**src/rtl/fetch_unit.sv**
```systemverilog
// Instruction fetch front end: owns the fetch PC, keeps one imem read in flight,
// and buffers fetched words in a 2-entry FIFO that feeds decode.
module fetch_unit #(
    parameter int            AW       = 7,
    parameter int            DW       = 32,
    parameter logic [AW-1:0] RESET_PC = '0
) (
    input  logic          clk,
    input  logic          rst,
    output logic          imem_req,
    output logic [AW-1:0] imem_addr,
    input  logic          imem_ack,
    input  logic [DW-1:0] imem_rdata,
    input  logic          redirect,
    input  logic [AW-1:0] redirect_pc,
    output logic          inst_valid,
    output logic [DW-1:0] inst_data,
    output logic [AW-1:0] inst_pc,
    input  logic          inst_ready,
    output logic [1:0]    dbg_state_o
);

    typedef enum logic [1:0] {
        S_IDLE  = 2'd0,
        S_WAIT  = 2'd1,
        S_FLUSH = 2'd2
    } state_e;

    state_e        state_q, state_d;
    logic [AW-1:0] pc_q, pc_d;
    logic [AW-1:0] stale_q, stale_d;
    logic [1:0]    count_q, count_d, count_pp;
    logic          head_q, head_d;
    logic          tail;
    logic [AW-1:0] fifo_pc_q   [2];
    logic [DW-1:0] fifo_data_q [2];
    logic [AW-1:0] redir_pc;
    logic          push, pop;
    logic          unused_redirect_lsb;

    // Transfers happen on a rising edge where both sides of a pair are high:
    // imem_req & imem_ack moves one word in, inst_valid & inst_ready moves one out.
    assign redir_pc            = {redirect_pc[AW-1:2], 2'b00};
    assign unused_redirect_lsb = ^redirect_pc[1:0];

    assign push     = (state_q == S_WAIT) && imem_ack && !redirect;
    assign pop      = inst_valid && inst_ready && !redirect;
    assign count_pp = count_q + {1'b0, push} - {1'b0, pop};
    assign count_d  = redirect ? 2'd0 : count_pp;
    assign head_d   = pop ? ~head_q : head_q;
    assign tail     = head_q ^ count_q[0];

    always_comb begin
        state_d = state_q;
        pc_d    = pc_q;
        stale_d = stale_q;
        case (state_q)
            S_IDLE: begin
                if (redirect) begin
                    state_d = S_WAIT;
                    pc_d    = redir_pc;
                end else if (count_q < 2'd2) begin
                    state_d = S_WAIT;
                end
            end
            S_WAIT: begin
                if (redirect) begin
                    pc_d = redir_pc;
                    // An unacknowledged read cannot be withdrawn, so wait it out.
                    if (!imem_ack) begin
                        state_d = S_FLUSH;
                        stale_d = pc_q;
                    end
                end else if (imem_ack) begin
                    pc_d = pc_q + AW'(4);
                    if (count_pp == 2'd2) state_d = S_IDLE;
                end
            end
            S_FLUSH: begin
                if (redirect) pc_d = redir_pc;
                if (imem_ack) state_d = S_WAIT;
            end
            default: state_d = S_IDLE;
        endcase
    end

    always_ff @(posedge clk or negedge rst) begin
        if (!rst) begin
            state_q <= S_IDLE;
            pc_q    <= RESET_PC;
            stale_q <= '0;
            count_q <= '0;
            head_q  <= 1'b0;
        end else begin
            state_q <= state_d;
            pc_q    <= pc_d;
            stale_q <= stale_d;
            count_q <= count_d;
            head_q  <= head_d;
        end
    end

    always_ff @(posedge clk or negedge rst) begin
        if (!rst) begin
            fifo_pc_q[0]   <= '0;
            fifo_pc_q[1]   <= '0;
            fifo_data_q[0] <= '0;
            fifo_data_q[1] <= '0;
        end else if (push) begin
            fifo_pc_q[tail]   <= pc_q;
            fifo_data_q[tail] <= imem_rdata;
        end
    end

    assign imem_req    = (state_q != S_IDLE);
    assign imem_addr   = (state_q == S_FLUSH) ? stale_q : pc_q;
    assign inst_valid  = (count_q != 2'd0);
    assign inst_pc     = fifo_pc_q[head_q];
    assign inst_data   = fifo_data_q[head_q];
    assign dbg_state_o = state_q;

endmodule

```
**config.mk**
```make
export PLATFORM = sky130hd
export DESIGN_NAME = fetch_unit
export DESIGN_NICKNAME = d
export VERILOG_FILES = /design/src/rtl/fetch_unit.sv
export SDC_FILE = /design/constraint.sdc
export NUM_CORES = 1
export LEC_CHECK = 0
export ABC_AREA = 1
export BUFFER_PORTS_ARGS = -buffer_cell sky130_fd_sc_hd__buf_2
export CAP_MARGIN = 20
export CORE_UTILIZATION = 55
export CTS_CLUSTER_SIZE = 10
export DETAILED_ROUTE_END_ITERATION = 10
export PLACE_DENSITY = 0.8
export SYNTH_ARGS = -nofsm -noshare
export SYNTH_HDL_FRONTEND = slang
export SYNTH_SLANG_ARGS = --single-unit
```
**constraint.sdc**
```tcl
create_clock -name clk -period 1.85 [get_ports clk]
set_input_delay 0.185 -clock clk [delete_from_list [all_inputs] [get_ports clk]]
set_output_delay 0.185 -clock clk [all_outputs]
set_load 0.01 [all_outputs]
```
# Word-level counts from Yosys, hierarchy flattened

Index checks and enable logic that the tools add are counted.

Add/subtract/negate cells: 3
Order comparisons: 4
Equality and inequality tests: 9
Multiplexer cells: 26
Bitwise operators: 5
Reductions and logical operators: 14

Operators by type and width:

| cell                  | count |
|---|---|
| $mux W32              | 4 |
| $bwmux W64            | 1 |
| $mux W7               | 8 |
| $demux W32 S1         | 1 |
| $mux W2               | 8 |
| $bwmux W14            | 1 |
| $pmux W7 S2           | 1 |
| $ne A3 B3 Y1 const B  | 3 |
| $add A7 B3 Y7 const B | 1 |
| $demux W7 S1          | 1 |
| $pmux W2 S3           | 1 |
| $reduce_and A3 Y1     | 2 |
| $reduce_bool A2 Y1    | 3 |
| $logic_and A1 B1 Y1   | 5 |
| $reduce_and A5 Y1     | 1 |
| $eq A2 B2 Y1 const B  | 2 |
| $ge A2 B2 Y1 const B  | 2 |
| $not A1 Y2            | 2 |
| $ne A3 B2 Y1 const B  | 1 |
| $add A2 B1 Y2         | 1 |
| $eq A2 B1 Y1 const B  | 1 |
| $logic_not A2 Y1      | 1 |
| $lt A2 B1 Y1 const B  | 1 |
| $lt A2 B2 Y1 const B  | 1 |
| other kinds (7)       | 8 |

Register bits after elaboration: 97
Input bits: 44
Output and inout bits: 50

# Longest topological paths before layout

Gate-level depths: netlist (run 1).

Depth in word-level cells: 10
Depth in mapped cells: 14
Gate-level depth less buffers: 14

# Worst setup path before layout (run 1)

No wires, ideal clock.

Path type: flip-flop to flip-flop
From: register state_q[0], in the netlist dbg_state_o[0]
To: register state_q[0], in the netlist dbg_state_o[0]
Setup time: 0.116 ns
Data arrival time: 1.685 ns
Slack: 0.049 ns
Stages on the path, launching flop included: 14
Buffers on the path: 1
Clock period less this slack: 1.801 ns
Path through: dfrtp_1 > buf_4 > nand2_4 > nor3_4 > inv_1 > ha_1 > inv_1 > ha_1 > inv_1 > nand3_1 > nand2_1 > nand2_1 > nand2_1 > nand2_1

Longest elaborated chain between the ends: 8

RTL lines:

| item                               | line   | source |
|---|---|---|
| start, declared                    | 29     | `state_e state_q, state_d;` |
| start signal, assigned             | 95     | `state_q <= state_d;` |
| $eq A2 B1 Y1                       | 46, 57 |  |
| $logic_and A1 B1 Y1 (2 in a row)   | 46     | `assign push = (state_q == S_WAIT) && imem_ack && !redirect;` |
| $add A2 B1 Y2                      | 48     | `assign count_pp = count_q + {1'b0, push} - {1'b0, pop};` |
| $sub A2 B1 Y2                      | 48     |  |
| $eq A2 B2 Y1                       | 76     | `if (count_pp == 2'd2) state_d = S_IDLE;` |
| $ne A3 B2 Y1 (no source line)      | n/a    |  |
| $reduce_and A5 Y1 (no source line) | n/a    |  |

Several ways; a longest one is shown, not always the timed one.
A chain may end at the register's enable or synchronous reset.

# Final worst setup path (run 1)

From: register head_q
To: output inst_pc[5]

Longest elaborated chain between the ends: 4

RTL lines:

| item                                       | line | source |
|---|---|---|
| start, declared                            | 33   | `logic head_q, head_d;` |
| start signal, assigned                     | 93   | `head_q <= 1'b0;` |
| start signal, assigned                     | 99   | `head_q <= head_d;` |
| $not A1 Y2 (implied by the code)           | 118  | `assign inst_pc = fifo_pc_q[head_q];` |
| $mux W7 (implied by the code) (3 in a row) | 118  |  |
| end, declared                              | 18   | `output logic [AW-1:0] inst_pc,` |

Every way passes these cells. The select of a mux whose other input is x is not followed.

==> results_dict.tcl, run 1 <==
set metrics [dict create \
    outcome "complete, no violations" \
    ys_types 29 \
    grt_max_degree 75 \
    final_nets 653 \
    core_area_sq_mm 0.00777 \
    clock_sinks 89 \
    worst_setup_path_start_kind "flip-flop" \
    clock_path_buffers 2 \
    die_x_um 91.9 \
    place_hpwl_um 6050 \
    ys_warn_count 0 \
    antenna_found_initial 0 \
    routedWlPerCell_um 12.6 \
    synth_edf_count 0 \
    cellPowerDensity_mw_per_mm2 1660 \
    dr.pass1.iters 4 \
    fin_ws_ns 0.0704 \
    n_fill_cell 652 \
    worstHoldStart "imem_rdata[22]" \
    reg2reg_slack_ns 0.11 \
    grt_pass1_vias 3281 \
    layout.cells.non_filler 713 \
    dp.cells 693 \
    hold_path_depth 3 \
    synthTopCellsByArea "dfrtp_1 50%, nand2_1 18%, o21ai_2 12%, inv_1 4.3%, buf_6 3.3%" \
    period_share_pct 96.2 \
    worstHoldPathType "in -> reg" \
    htreeDepth 3 \
    place.port_buffers 87 \
    grt.overflow.total 0 \
    slew_viol_final 0 \
    worstPathArrival_ns 1.59 \
    path_clk_slew_ns 0.09 \
    power_w 0.00861 \
    skew_ns 0.00772 \
    gr-usage-all-layers_pct 22.7 \
    path_class "reg -> out" \
    crit_required_ns 1.66 \
    ir_drop_mv 0.810 \
    synth-main-ff-cell "dfrtp_1" \
    relSlewSlack_pct 64.0 \
    ys_ff_latch 89 \
    rr_endpoint "dbg_state_o[0]" \
    worstReg2RegStart "dbg_state_o[0]" \
    yosys.area.top_type "dfrtp_1" \
    root_buffer "clkbuf_8" \
    rows 32 \
    async_reset_ff_share_pct 100 \
    area_delta_synth_final_pct 16.9 \
    report.final.hold_viol_count 0 \
    vias_per_cell 4.96 \
    setup_viol 0 \
    ant_nets 0 \
    place.gp.congestion 0.853 \
    grt_pass1_wl_um 15200 \
    multi_input_area_sq_mm 0.00181 \
    min_to "fifo_data_q[54]" \
    initial_utilization_pct 57.2 \
    drc 0 \
    end_kind "output pin" \
    wl_um 9010 \
    cts_tree "yes" \
    fin_crit_ns 1.78 \
    seqCellArea_sq_mm 0.00223 \
    tightest_slew_ns 0.540 \
    syn_area_per_cell_sq_um 8.57 \
    pre_cts_ws_ns 0.0798 \
    synth_top_area_share_pct 50.1 \
    syn_inst 518 \
    drive_above_1_share_pct 32.2 \
    rsz0062_at_grt "true" \
    max_freq_mhz 562 \
    yosysSeqAreaShare_pct 50.1 \
    synth_most_common_cell "nand2_1" \
    ios 94 \
    vias 3536 \
    cp_max_fo 15 \
    r2r_cells 12 \
    synthTopCellsByCount "213 x nand2_1, 89 x dfrtp_1, 62 x o21ai_2, 51 x inv_1, 25 x o21ai_0" \
    cts_inserted_buffers 9 \
    die_y_um 91.9 \
    fin_util_pct 66.9 \
    insertion_delay_ns 0.34 \
    dieArea_sq_mm 0.00844 \
    power.leakage_nw 2.90 \
    num_antenna_cells 0 \
    drv_cap 0 \
    drt_iter0_markers 145 \
    syn_area_sq_mm 0.00444 \
]
## report_power, final
| part | switching (W) | total, W | internal, W |
|---|---|---|---|
| Clock | 0.000686 | 0.00132 | 0.000630 |
| Combinational | 0.00239 | 0.00400 | 0.00162 |
| Sequential | 0.000478 | 0.00329 | 0.00282 |
| Total | 0.00355 | 0.00861 | 0.00506 |
## metrics by stage
step                hold WS [ns]  area (sq um)  setup TNS (ns)
floorplan                 -0.111          4450               0
global placement           0.195          4930               0
detailed placement         0.198          4930               0
CTS                       0.0782          5140               0
global route              0.0785          5190          -0.132
finish                    0.0903          5190               0
## area by class of cell
class                           count  area share (%)
Sequential cell                    89            42.9
Multi-Input combinational cell    348            34.8
Timing Repair Buffer              105            12.2
Inverter                           53            3.83
Clock buffer                       10            2.46
Tap cell                          102            2.46
Clock inverter                      6            1.32
## cell families (layout without fill, tap and decap cells)
group                    after synthesis  in the layout  synth area share, %
adder cells (fa/ha/maj)                3              3                0.845
other                                  1              4               0.0844
flip-flops                            89             89                 50.1
buffers and inverters                 84            174                 10.1
AO/OA/AOI/OAI                         96             96                 16.2
AND/OR/NAND/NOR                      241            241                 21.9
XOR/XNOR                               4              4                0.789
## sequential cells by signal, indices dropped and copies added, names as in the netlist
register,flops
count_q,2
fifo_data_q,64
dbg_state_o,2
fifo_pc_q,10
stale_q,5
head_q,1
pc_q,5
## cells in the final DEF, fill, tap and decap left out, types with 2 or more instances in the layout
cell type / netlist / layout
buf_4: 5 / 11
nand2_4: 1 / 2
buf_2: 5 / 87
dfrtp_1: 89 / 89
inv_2: 2 / 4
nor2_2: 1 / 2
nand2_1: 213 / 213
xnor2_1: 2 / 2
clkbuf_8: 0 / 9
xor2_1: 2 / 2
clkinv_4: 0 / 3
nand3_1: 8 / 6
nand3_2: 0 / 2
o21ai_2: 62 / 62
nand4_1: 2 / 2
o21ai_1: 2 / 5
conb_1: 1 / 4
inv_1: 51 / 49
o21ai_0: 25 / 22
buf_12: 0 / 4
a21oi_1: 5 / 5
nor2_1: 11 / 10
## worst max path at each step
stage	from	endpoint	slack, ns	depth (start not counted)
final	head_q	inst_pc[5]	0.07	6
after global routing	head_q	inst_pc[6]	-0.03	6
after CTS	head_q	inst_data[6]	0.05	5
after detailed placement	count_q[0]	dbg_state_o[0]	0.08	13
after global placement	count_q[0]	dbg_state_o[0]	0.15	13
after floorplan	dbg_state_o[0]	dbg_state_o[0]	0.05	13
## what timing repair did
action | 4_1_cts | 5_1_grt
pin swaps | 0 | 1
endpoints found under the setup margin | 5 | 22
setup buffers | 0 | 2
cloned | 0 | 1
hold buffers | 1 | 0
endpoints found under the hold margin | 39 | 0
resized for setup | 1 | 13
## per-layer routing
layer | GRT usage (%) | wire, um | part of all wire (%) | vias up
met5 | 0 | 0 | 0 | -
met1 | 30.9 | 4080 | 45 | 1654
li1 | - | - | - | 1771
met3 | 4.06 | 476 | 5.3 | 11
met4 | 8.07 | 88 | 0.98 | 0
met2 | 36.8 | 4370 | 48 | 100
## worst max-delay path, stage by stage, from the launching register on
cell	delay, ns
dfrtp_1	0.40
buf_4	0.20
inv_1	0.12
buf_4	0.22
nand2_1	0.07
nand2_1	0.09
buf_2	0.14
Power figures use the tool's default switching activity.
==> run 2, diff against run 1 <==
--- a/config.mk
+++ b/config.mk
@@ -5,10 +5,9 @@
 export SDC_FILE = /design/constraint.sdc
 export NUM_CORES = 1
 export LEC_CHECK = 0
-export ABC_AREA = 1
 export BUFFER_PORTS_ARGS = -buffer_cell sky130_fd_sc_hd__buf_2
 export CAP_MARGIN = 20
-export CORE_UTILIZATION = 55
+export CORE_UTILIZATION = 54
 export CTS_CLUSTER_SIZE = 10
 export DETAILED_ROUTE_END_ITERATION = 10
 export PLACE_DENSITY = 0.8
==> run 2 against run 1 <==
  * Clock power about the same
  * Critical endpoint is now dbg_state_o[0]
  * The run now ends with negative setup slack left
  * Global-route usage is 2.0 points lower
  * Highest routed layer unchanged
  * Cell count fell by 30%
  * Register-to-register slack worse by 0.25 ns
==> results_dict.tcl, run 2 <==
set metrics [dict create \
    ys_types 37 \
    stdcell_area_sq_mm 0.00520 \
    vias 2692 \
    drt_iter0_markers 84 \
    wl_um 8170 \
    grt_pass1_wl_um 13500 \
    outcome "finished, violations left" \
    synthTopCellsByArea "dfrtp_1 52%, mux2_2 24%, mux2_4 11%, buf_6 1.1%, buf_4 0.88%" \
    crit_required_ns 2.09 \
    antenna_found_initial 0 \
    cts_tree "yes" \
    clock_sinks 89 \
    root_buffer "clkbuf_8" \
    die_y_um 90.7 \
    worstReg2RegStart "count_q[0]" \
    cp_max_fo 2 \
    period_share_pct 108 \
    path_class "reg -> reg" \
    critPathSlowestCell "dfrtp_1" \
    synthTopCellsByCount "92 x mux2_2, 89 x dfrtp_1, 30 x mux2_4, 6 x clkbuf_1" \
    crit_start "count_q[0]" \
    layout.cells.non_filler 499 \
    fin_util_pct 69.8 \
    rows 31 \
    rr_endpoint "dbg_state_o[0]" \
    fin_crit_ns 1.99 \
    pre_cts_ws_ns -0.166 \
    worst_setup_path_start_kind "flip-flop" \
    violations "negative setup slack" \
    crit_path_max_incr_delay_ns 0.38 \
    die_x_um 90.7 \
    num_antenna_cells 0 \
    worstHoldStart "imem_rdata[26]" \
    dieArea_sq_mm 0.00823 \
    crit_chain "or2_4 -> and3b_1 -> ha_1 -> inv_1 -> ha_2 -> xor2_2 -> xnor2_2 -> o41a_1" \
    vias_per_cell 5.39 \
    syn_area_sq_mm 0.00425 \
    top_register "fifo_data_q" \
    path_clk_slew_ns 0.09 \
    routedWlPerCell_um 16.4 \
    skew_ns 0.0110 \
    initial_utilization_pct 57.1 \
    place.gp.congestion 0.822 \
    worstHoldPathType "in -> reg" \
    dp.cells 472 \
    gr-usage-all-layers_pct 20.7 \
    hold_path_depth 2 \
    yosysSeqAreaShare_pct 52.4 \
    max_freq_mhz 501 \
    drv_cap 0 \
    place_hpwl_um 5330 \
    power_w 0.00868 \
    relSlewSlack_pct 61.5 \
    insertion_delay_ns 0.36 \
    grt.overflow.total 0 \
    path_delay_family "adder cells" \
    ios 94 \
    n_fill_cell 533 \
    area_delta_synth_final_pct 22.4 \
    ys_ff_latch 89 \
    slew_viol_final 0 \
    yosys.area.top_type "dfrtp_1" \
    async_reset_ff_share_pct 100 \
    syn_area_per_cell_sq_um 14.7 \
    drive_above_1_share_pct 65.0 \
    reg_top3 "fifo_data_q (64), fifo_pc_q (10)" \
    ir_drop_mv 0.835 \
    grt_max_degree 47 \
    htreeDepth 3 \
    largest_register_ffs 64 \
    syn_inst 290 \
    final_nets 443 \
    ys_warn_count 0 \
    drc 0 \
    place.port_buffers 87 \
    synth_edf_count 0 \
    tightest_slew_ns 0.577 \
    rsz0062_at_grt "true" \
    end_kind "flip-flop" \
    cts_inserted_buffers 9 \
    dr.pass1.iters 4 \
    setup_viol 2 \
    power.leakage_nw 2.53 \
    worstPathArrival_ns 2.23 \
    placed_cell_area_sq_mm 0.00484 \
    layout_common_cells "88 x mux2_2, 88 x dfrtp_1, 82 x buf_2, 34 x mux2_4, 22 x buf_4" \
    fin_ws_ns -0.145 \
    report.final.hold_viol_count 0 \
    ant_nets 0 \
    reg2reg_slack_ns -0.14 \
    synth_most_common_cell "mux2_2" \
    synth_top_area_share_pct 52.4 \
    cellPowerDensity_mw_per_mm2 1670 \
    core_area_sq_mm 0.00745 \
    min_to "fifo_data_q[26]" \
    grt_pass1_vias 2776 \
    r2r_cells 8 \
    critPathBufInv 1 \
    synth-main-ff-cell "dfrtp_1" \
    clock_path_buffers 2 \
]
[run 2: cell count changes after synthesis, sizes merged, moves of 3 or more]
| cell | before | now |
|---|---|---|
| nor2 | 13 | 2 |
| buf | 26 | 17 |
| nand2b | 0 | 3 |
| inv | 53 | 4 |
| nand2 | 216 | 3 |
| nand3 | 8 | 4 |
| o21ai | 89 | 1 |
| mux2 | 0 | 122 |
| a221oi | 0 | 4 |
| nor2b | 0 | 4 |
[run 2: logic make-up (layout without fill, tap and decap cells)]
logic type / count (synthesis) / count (layout) / share of synthesized area [%]
simple gates: 28 / 28 / 4.30
mux: 122 / 122 / 35.0
compound gates: 16 / 16 / 2.83
buf+inv: 27 / 134 / 3.68
other cells: 1 / 4 / 0.0883
flops: 89 / 89 / 52.4
fa+ha+maj: 3 / 3 / 0.883
xor+xnor: 4 / 4 / 0.825
[run 2: final cells by class]
cell class | count | area (sq um) | area share (%)
repair buffers | 115 | 728 | 14.0
inverters | 4 | 15.0 | 0.289
clock buffers | 9 | 124 | 2.38
multi-input cells | 177 | 1910 | 36.8
well taps | 99 | 124 | 2.38
flip-flops and latches | 89 | 2230 | 42.8
clock inverters | 6 | 67.6 | 1.30
[run 2: through the flow]
step                      hold slack [ns]  setup TNS [ns]
final                              0.0662          -0.182
after global routing               0.0586          -0.409
after CTS                          0.0493          -0.162
after detailed placement            0.225          -0.166
after global placement              0.219          -0.116
after floorplan                    -0.111          -0.142
[run 2: worst max-delay path by stage]
| stage | depth (start not counted) | slack, ns | end |
|---|---|---|---|
| after global placement | 8 | -0.12 | dbg_state_o[0] |
| final | 8 | -0.14 | dbg_state_o[0] |
| after global routing | 8 | -0.25 | dbg_state_o[0] |
| after detailed placement | 8 | -0.17 | dbg_state_o[0] |
| after CTS | 8 | -0.16 | dbg_state_o[0] |
| after floorplan | 8 | -0.14 | dbg_state_o[0] |
[run 2: layer usage]
layer  share of wire, %  wire length [um]  vias to the layer above  track usage (%)
met3                4.7               380                       10             3.28
met4                1.5               123                        0             8.06
met2                 48              3920                       97             33.6
met5                  0                 0                        -                0
li1                   -                 -                     1250                -
met1                 46              3740                     1335             27.9
[run 2: where the power goes]
part | switching, W | internal, W
logic | 0.00156 | 0.00239
clock network | 0.000697 | 0.000624
registers | 0.000524 | 0.00289
[run 2: what timing repair did]
item                                    4_1_cts  5_1_grt
hold buffers                                  1        0
setup buffers                                 0       11
cloned                                        0        0
endpoints found under the hold margin        44        0
pin swaps                                     1        0
endpoints found under the setup margin       42       43
gates resized for setup                       3       13
==> run 3, diff against run 2 <==
--- a/config.mk
+++ b/config.mk
@@ -10,7 +10,9 @@
 export CORE_UTILIZATION = 54
 export CTS_CLUSTER_SIZE = 10
 export DETAILED_ROUTE_END_ITERATION = 10
+export HOLD_SLACK_MARGIN = 0.06
 export PLACE_DENSITY = 0.8
+export REMOVE_ABC_BUFFERS = 1
 export SYNTH_ARGS = -nofsm -noshare
 export SYNTH_HDL_FRONTEND = slang
 export SYNTH_SLANG_ARGS = --single-unit
==> run 3 against run 2 <==
  * The run still ends with negative setup slack left
  * Sequential power about the same
  * Non-clock buffer count unchanged
  * Setup slack worse by 0.098 ns
  * Flip-flop and latch count unchanged
  * Power up 1.9%
==> results_dict.tcl, run 3 (same netlist as run 2, synthesis figures left out) <==
set metrics [dict create \
    htreeDepth 3 \
    setup_viol 2 \
    report.final.hold_viol_count 0 \
    drt_iter0_markers 81 \
    dieArea_sq_mm 0.00823 \
    violations "negative setup slack" \
    place.port_buffers 87 \
    rsz0062_at_grt "true" \
    path_class "reg -> reg" \
    grt_pass1_wl_um 13800 \
    vias 2642 \
    initial_utilization_pct 57.1 \
    skew_ns 0.00967 \
    final_nets 443 \
    critPathSlowestCell "dfrtp_1" \
    reg_top3 "fifo_data_q (64), fifo_pc_q (10)" \
    ir_drop_mv 0.737 \
    die_x_um 90.7 \
    antenna_found_initial 0 \
    period_share_pct 113 \
    path_common_cell "ha_4" \
    root_buffer "clkbuf_8" \
    fin_hold_ws_ns 0.0748 \
    fin_ws_ns -0.243 \
    cellPowerDensity_mw_per_mm2 1680 \
    routedWlPerCell_um 16.5 \
    finalSetupTns_ns -0.262 \
    place.gp.congestion 0.831 \
    top_register "fifo_data_q" \
    place_hpwl_um 5310 \
    pre_cts_ws_ns -0.267 \
    path_delay_family "simple AND/OR/NAND/NOR gates" \
    insertion_delay_ns 0.35 \
    largest_register_ffs 64 \
    grt_pass1_vias 2783 \
    end_kind "flip-flop" \
    outcome "finished, violations left" \
    drive_above_1_share_pct 64.8 \
    reg2reg_slack_ns -0.24 \
    critPathBufInv 1 \
    power.leakage_nw 2.55 \
    grt.overflow.total 0 \
    fin_util_pct 70.9 \
    slew_viol_final 0 \
    layout_common_cells "88 x mux2_2, 88 x dfrtp_1, 82 x buf_2, 34 x mux2_4, 19 x buf_4" \
    clock_path_buffers 2 \
    worstPathArrival_ns 2.33 \
    worst_setup_path_start_kind "flip-flop" \
    area_delta_synth_final_pct 24.2 \
    ant_nets 0 \
    max_freq_mhz 478 \
    drc 0 \
    wl_um 8230 \
    die_y_um 90.7 \
    gr-usage-all-layers_pct 21.3 \
    dr.pass1.iters 4 \
    n_fill_cell 536 \
    crit_chain "or2_4 -> and3b_2 -> ha_4 -> inv_2 -> ha_4 -> xor2_4 -> xnor2_2 -> o41a_1" \
    cts_inserted_buffers 9 \
    worstHoldPathType "in -> reg" \
    num_antenna_cells 0 \
    crit_path_max_incr_delay_ns 0.39 \
    grt_max_degree 39 \
    vias_per_cell 5.29 \
    cts_tree "yes" \
    fin_crit_ns 2.09 \
    cp_max_fo 2 \
    drv_cap 0 \
    rows 31 \
    crit_required_ns 2.09 \
    clock_sinks 89 \
    path_clk_slew_ns 0.09 \
    ios 94 \
    core_area_sq_mm 0.00745 \
]
run 3: worst paths after layout:
path	start	endpoint	cells past startpoint
max	count_q[1]	dbg_state_o[0]	8
min	imem_rdata[19]	fifo_data_q[51]	2
max reg2reg	count_q[1]	dbg_state_o[0]	8
min reg2reg	fifo_pc_q[2]	fifo_pc_q[2]	1
max in group asynchronous	rst	head_q	3
min in group asynchronous	rst	fifo_data_q[39]	2
run 3: layer usage:
metal  track usage, %  routed length, um  up-vias
met5                0                  0        -
met3             4.04                419        9
met4             7.66                102        0
met2             34.0               3940       73
li1                 -                  -     1239
met1             29.0               3770     1321
run 3: cell type report:
type	count	area, sq um	area share (%)
Inverter	4	15.0	0.284
Tap cell	99	124	2.35
Timing Repair Buffer	115	736	13.9
Multi-Input combinational cell	177	1950	36.9
Clock inverter	4	76.3	1.45
Clock buffer	11	151	2.87
Sequential cell	89	2230	42.2
run 3: timing repair:
item | 4_1_cts | 5_1_grt
hold buffers | 3 | 1
pin swaps | 3 | 3
gates cloned | 0 | 0
endpoints found under the setup margin | 43 | 14
resized for setup | 6 | 16
setup buffers | 2 | 6
hold endpoints to repair | 36 | 1
run 3: where the power goes:
group,switching (W),internal [W],leakage (nW)
Sequential,0.000526,0.00289,1.06
Clock,0.000672,0.000830,0.112
Combinational,0.00156,0.00237,1.38
run 3: worst reg2reg max path, stage by stage, from the launching register on:
cell and delay (ns):
dfrtp_1 0.39, or2_4 0.25, and3b_2 0.25, ha_4 0.26
inv_2 0.03, ha_4 0.17, xor2_4 0.19, xnor2_2 0.14
o41a_1 0.31
run 3: per-stage QoR:
stage	cells	total power (W)	instance area, sq um
final	499	0.00885	5280
after CTS	492	0.00878	5140
after floorplan	270	0.00593	4120
after global routing	499	0.00942	5280
after global placement	472	0.00705	4840
after detailed placement	472	0.00720	4840
